--- config.mk ---
export PLATFORM = sky130hd
export DESIGN_NAME = mac_tx_framer
export DESIGN_NICKNAME = d
export VERILOG_FILES = /design/src/rtl/mac_params.sv /design/src/rtl/mac_tx_framer.sv
export SDC_FILE = /design/constraint.sdc
export NUM_CORES = 1
export LEC_CHECK = 0
export CAP_MARGIN = 5
export CORE_MARGIN = 8
export CORE_UTILIZATION = 48
export DETAILED_ROUTE_END_ITERATION = 10
export PLACE_DENSITY_LB_ADDON = 0.3
export SLEW_MARGIN = 20
export SYNTH_ARGS = -nofsm -noshare
export SYNTH_HDL_FRONTEND = slang
export SYNTH_SLANG_ARGS = --single-unit
--- constraint.sdc ---
create_clock -name i_clk -period 2.4 [get_ports i_clk]
set_input_delay 0.24 -clock i_clk [delete_from_list [all_inputs] [get_ports i_clk]]
set_output_delay 0.24 -clock i_clk [all_outputs]
set_load 0.005 [all_outputs]
--- src/rtl/mac_params.sv ---
// XGMII character constants, lane geometry and framer state encoding.
// Shared by the framer, its bus interface and any block that talks XGMII.
package mac_params;

  localparam int N_CHANNELS = 4;
  localparam int W_BYTE     = 8;
  localparam int W_WORD     = N_CHANNELS * W_BYTE;

  localparam logic [W_BYTE-1:0] XGMII_IDLE  = 8'h07;
  localparam logic [W_BYTE-1:0] XGMII_START = 8'hFB;
  localparam logic [W_BYTE-1:0] XGMII_TERM  = 8'hFD;
  localparam logic [W_BYTE-1:0] XGMII_ERR   = 8'hFE;
  localparam logic [W_BYTE-1:0] XGMII_PRE   = 8'h55;
  localparam logic [W_BYTE-1:0] XGMII_SFD   = 8'hD5;

  typedef enum logic [2:0] {
    S_IDLE,
    S_PREAMBLE,
    S_DATA,
    S_DRAIN,
    S_IFG
  } framer_state_t;

  function automatic logic [W_WORD-1:0] rep_byte(
    input logic [W_BYTE-1:0] b
  );
    return {N_CHANNELS{b}};
  endfunction

endpackage

--- src/rtl/mac_tx_framer.sv ---
// Frames buffer lines onto 32-bit XGMII: start, preamble, data, terminate, IFG.
// Ports: i_clk/i_reset/i_clk_en, buffer read (o_ren,i_rctrl,i_rdata,i_empty), o_xgmii_*.
module mac_tx_framer
  import mac_params::*;
#(
  parameter int N_IFG_WORDS = 3
) (
  input  logic                  i_clk,
  input  logic                  i_reset,
  input  logic                  i_clk_en,
  output logic                  o_ren,
  input  logic [N_CHANNELS-1:0] i_rctrl,
  input  logic [W_WORD-1:0]     i_rdata,
  input  logic                  i_empty,
  output logic [N_CHANNELS-1:0] o_xgmii_ctrl,
  output logic [W_WORD-1:0]     o_xgmii_data
);

  localparam int CW = $clog2(N_IFG_WORDS + 1);
  localparam logic [CW-1:0] CNT_LAST = CW'(N_IFG_WORDS - 1);
  localparam logic [N_CHANNELS-1:0] ALL_V = '1;

  framer_state_t state_q, state_d;
  logic [CW-1:0] cnt_q, cnt_d;
  logic [N_CHANNELS-1:0] ctrl_d;
  logic [W_WORD-1:0] data_d;
  logic pop;

  // Terminate word for the head line. Only contiguous low-lane
  // patterns keep data; anything else becomes FD 07 07 07.
  logic [1:0] term_k;
  logic [N_CHANNELS-1:0] term_ctrl;
  logic [W_WORD-1:0] term_data;

  always_comb begin
    term_k = 2'd0;
    case (i_rctrl)
      4'b0001: term_k = 2'd1;
      4'b0011: term_k = 2'd2;
      4'b0111: term_k = 2'd3;
      default: term_k = 2'd0;
    endcase
    term_ctrl = '0;
    term_data = '0;
    for (int i = 0; i < N_CHANNELS; i++) begin
      if (i < int'(term_k)) begin
        term_data[i*W_BYTE +: W_BYTE] =
          i_rdata[i*W_BYTE +: W_BYTE];
      end else if (i == int'(term_k)) begin
        term_ctrl[i] = 1'b1;
        term_data[i*W_BYTE +: W_BYTE] = XGMII_TERM;
      end else begin
        term_ctrl[i] = 1'b1;
        term_data[i*W_BYTE +: W_BYTE] = XGMII_IDLE;
      end
    end
  end

  always_comb begin
    state_d = state_q;
    cnt_d   = cnt_q;
    ctrl_d  = '1;
    data_d  = rep_byte(XGMII_IDLE);
    pop     = 1'b0;
    unique case (state_q)
      S_IDLE: begin
        if (!i_empty) begin
          if (i_rctrl == '0) begin
            pop = 1'b1;
          end else begin
            ctrl_d  = 4'b0001;
            data_d  = {XGMII_PRE, XGMII_PRE,
                       XGMII_PRE, XGMII_START};
            state_d = S_PREAMBLE;
          end
        end
      end
      S_PREAMBLE: begin
        ctrl_d  = '0;
        data_d  = {XGMII_SFD, XGMII_PRE,
                   XGMII_PRE, XGMII_PRE};
        state_d = S_DATA;
      end
      S_DATA: begin
        if (i_empty) begin
          data_d  = rep_byte(XGMII_ERR);
          state_d = S_DRAIN;
        end else begin
          pop = 1'b1;
          if (i_rctrl == ALL_V) begin
            ctrl_d = '0;
            data_d = i_rdata;
          end else begin
            ctrl_d  = term_ctrl;
            data_d  = term_data;
            cnt_d   = '0;
            state_d = S_IFG;
          end
        end
      end
      S_DRAIN: begin
        // Throw away the rest of an underrun frame.
        if (!i_empty) begin
          pop = 1'b1;
          if (i_rctrl != ALL_V) begin
            cnt_d   = '0;
            state_d = S_IFG;
          end
        end
      end
      S_IFG: begin
        if (cnt_q == CNT_LAST) begin
          cnt_d   = '0;
          state_d = S_IDLE;
        end else begin
          cnt_d = cnt_q + 1'b1;
        end
      end
      default: begin
        state_d = S_IDLE;
        cnt_d   = '0;
      end
    endcase
  end

  assign o_ren = i_clk_en & ~i_reset & pop & ~i_empty;

  always_ff @(posedge i_clk) begin
    if (i_reset) begin
      state_q      <= S_IDLE;
      cnt_q        <= '0;
      o_xgmii_ctrl <= '1;
      o_xgmii_data <= rep_byte(XGMII_IDLE);
    end else if (i_clk_en) begin
      state_q      <= state_d;
      cnt_q        <= cnt_d;
      o_xgmii_ctrl <= ctrl_d;
      o_xgmii_data <= data_d;
    end
  end

endmodule

==> results.toml <==
[outcome]
outcome = "completed"

[global_routing]
grt_pass1_vias = 2158
grtUsageMet1 = 0.247
use_met3 = 0.0509
global_route.usage.met2 = 0.315
grt_start_max_net_pins = 38
antenna_found_initial = 0
grt_pass1_wl_microns = 10400
grt_use_total = 0.194
grt_overflow = 0
grt.busiest_layer = "met2"

[timing]
slew_headroom = 0.658
finalSetupViolCount = 0
fin_crit_sh = 0.952
clock-skew-final_ps = 4.76
fin_tns_setup_ps = 0
fin_crit_ps = 2280
fmax_mhz = 438
rsz0062_at_grt = "no"
hold_viol = 0
drv_slew = 0
tightest_slew_ps = 512

[floorplanning]
core_sq_um = 4290
dieArea_sq_um = 6770
die_x_microns = 82.3
ios = 77
start_util = 0.491
die_h_microns = 82.3
rows = 24

[detailed_routing]
drc_errors = 0
ant_nets = 0
wl_per_cell_microns = 17.2
dr.pass1.iters = 4
drt_wl_total_microns = 6520
avgViaCountPerCell = 5.93
drt-initial-drc-count = 208
route.vias.total = 2247

[critical_path]
crit_arrival_ps = 2040
startpoint_type = "input pin"
reg2regPathDepth = 4
required_ps = 2160
critPathMaxFanout = 2
cp-end-kind = "output pin"
path_class = "input pin to output pin"

[placement]
portBuffers = 76
place_area_sq_um = 2930
hpwl_microns = 4810
place_congestion = 0.887

[yosys]
synth_nets = 292
netlist_instances = 252
synth_top_area_share = 0.390
synth_ff_type = "dfxtp_1"
synth_area_leader_cell = "dfxtp_1"
async_flop_share = 0
netlist_top_cells_area = "dfxtp_1 39%, nand2_1 4.3%, o21ai_0 3.8%"
ys_seq_area_frac = 0.390
yosysUniqueCellTypes = 51
syn_area_per_cell_sq_um = 8.36
synth_warnings = 0
synth_edf_count = 0
synth_area_sq_um = 2110
synth-seq-cells = 41

[cells_and_area]
nets = 366
final_cell_area_sq_um = 3050
diodes = 0
drive_above_1_share = 0.101
syn2layout_area_growth_pct = 44.8

[clocking]
cts_setup_buffers = 0
cts_tree = "built"
clock_latency_ps = 290
h-tree-depth = 2
holdBufCountCts = 0
clock_path_buffers = 2
cts_buffers = 5
cts-root-buf = "clkbuf_8"
cts.sinks = 41
clkSlewWorstSetupHoldPaths_ps = 70

[power_and_ir_drop]
p_leak_nw = 1.13
pwr_density_cell_nw_per_um2 = 557
peakVddDrop_v = 0.000374

[flow_run]
cap_violations = 0

[worst_hold_path]
holdPathStages = 2
hold_path_class = "register to register"
## Yosys cell counts (7+ instances only)
cell / number
dfxtp_1: 41
nand2_1: 24
nor2_1: 17
o21ai_0: 16
a21oi_1: 15
clkbuf_1: 12
a221oi_1: 9
nand3_1: 9
a211oi_1: 7
inv_1: 7
## final timing paths
check                                      from          endpoint  slack (ps)
worst max-delay path                 i_rctrl[1]             o_ren         120
worst min-delay path            o_xgmii_data[6]   o_xgmii_data[6]         460
worst max register to register       state_q[1]  o_xgmii_data[18]         430
worst min register to register  o_xgmii_data[6]   o_xgmii_data[6]         460
## logic make-up after synthesis
kind of cell | synth area share
AOI/OAI and AO/OA | 0.309
buffers and inverters | 0.0748
DFF | 0.390
and+or+nand+nor | 0.227
## worst max-delay path, stage by stage
cell and delay (ps):
clkdlybuf4s50_1 450, nor4_2 410, a21oi_1 140, nor4_2 250, clkdlybuf4s50_1 540
## layout by cell type (no fill, tap or decap), types with 2 or more instances in the layout
cell type and instances:
a211oi_1 7, a21o_1 2, a21oi_1 15, a221o_1 5
a221oi_1 9, a2bb2oi_1 4, a311o_1 2, a311oi_1 4
a31oi_1 2, a32oi_1 2, and2_1 2, buf_4 16
clkbuf_8 6, clkdlybuf4s50_1 76, clkinv_1 2, dfxtp_1 41
inv_1 7, nand2_1 24, nand2b_1 6, nand3_1 9
nand4_1 2, nor2_1 17, nor2b_1 6, nor3_1 3
nor4_1 4, nor4_2 2, o211a_1 2, o21ai_0 16
o21bai_1 3, o221ai_1 4, o22ai_1 2, o2bb2ai_1 3
o41ai_1 2, or3_1 2, or3b_2 2
## routing by layer
metal	vias up	wire length (microns)	part of all wire
li1	1092	-	-
met1	1072	2670	0.41
met2	77	3240	0.50
met3	6	560	0.086
met4	0	54	0.0083
met5	-	0	0
## final cells by class
cell class	instances	area [sq um]
Inverter	9	33.8
Timing Repair Buffer	92	881
Tap cell	52	65.1
Sequential cell	41	821
Fill cell	358	1240
Multi-Input combinational cell	177	1130
Clock inverter	1	30.0
Clock buffer	7	86.3
## metrics by stage
stage / setup WS (ps) / hold WS, ps / instances / power (mW) / utilization
finish: 116 / 464 / 379 / 1.70 / 0.711
global route: 25.5 / 493 / 379 / 1.77 / 0.711
CTS: 61.2 / 467 / 379 / 1.70 / 0.709
detailed placement: 79.5 / 453 / 371 / 1.14 / 0.682
global placement: 79.5 / 439 / 371 / 1.13 / 0.682
floorplan: 904 / 378 / 252 / 0.942 / -
## timing repair
| action | CTS | global route |
|---|---|---|
| hold endpoints to repair | 0 | 0 |
| endpoints found under the setup margin | 0 | 1 |
| gates resized for setup | 0 | 1 |
## flip-flops by register name (all words and copies together), names as in the netlist
register      cells
o_xgmii_ctrl      4
state_q           3
cnt_q             2
o_xgmii_data     32
## power breakdown
group | internal [mW] | leakage, nW | total (mW) | switching [mW]
Clock | 0.339 | 0.0585 | 0.575 | 0.236
Sequential | 0.721 | 0.336 | 0.755 | 0.0339
Combinational | 0.206 | 0.734 | 0.370 | 0.164
No activity file was read; power rests on OpenSTA's default activity.
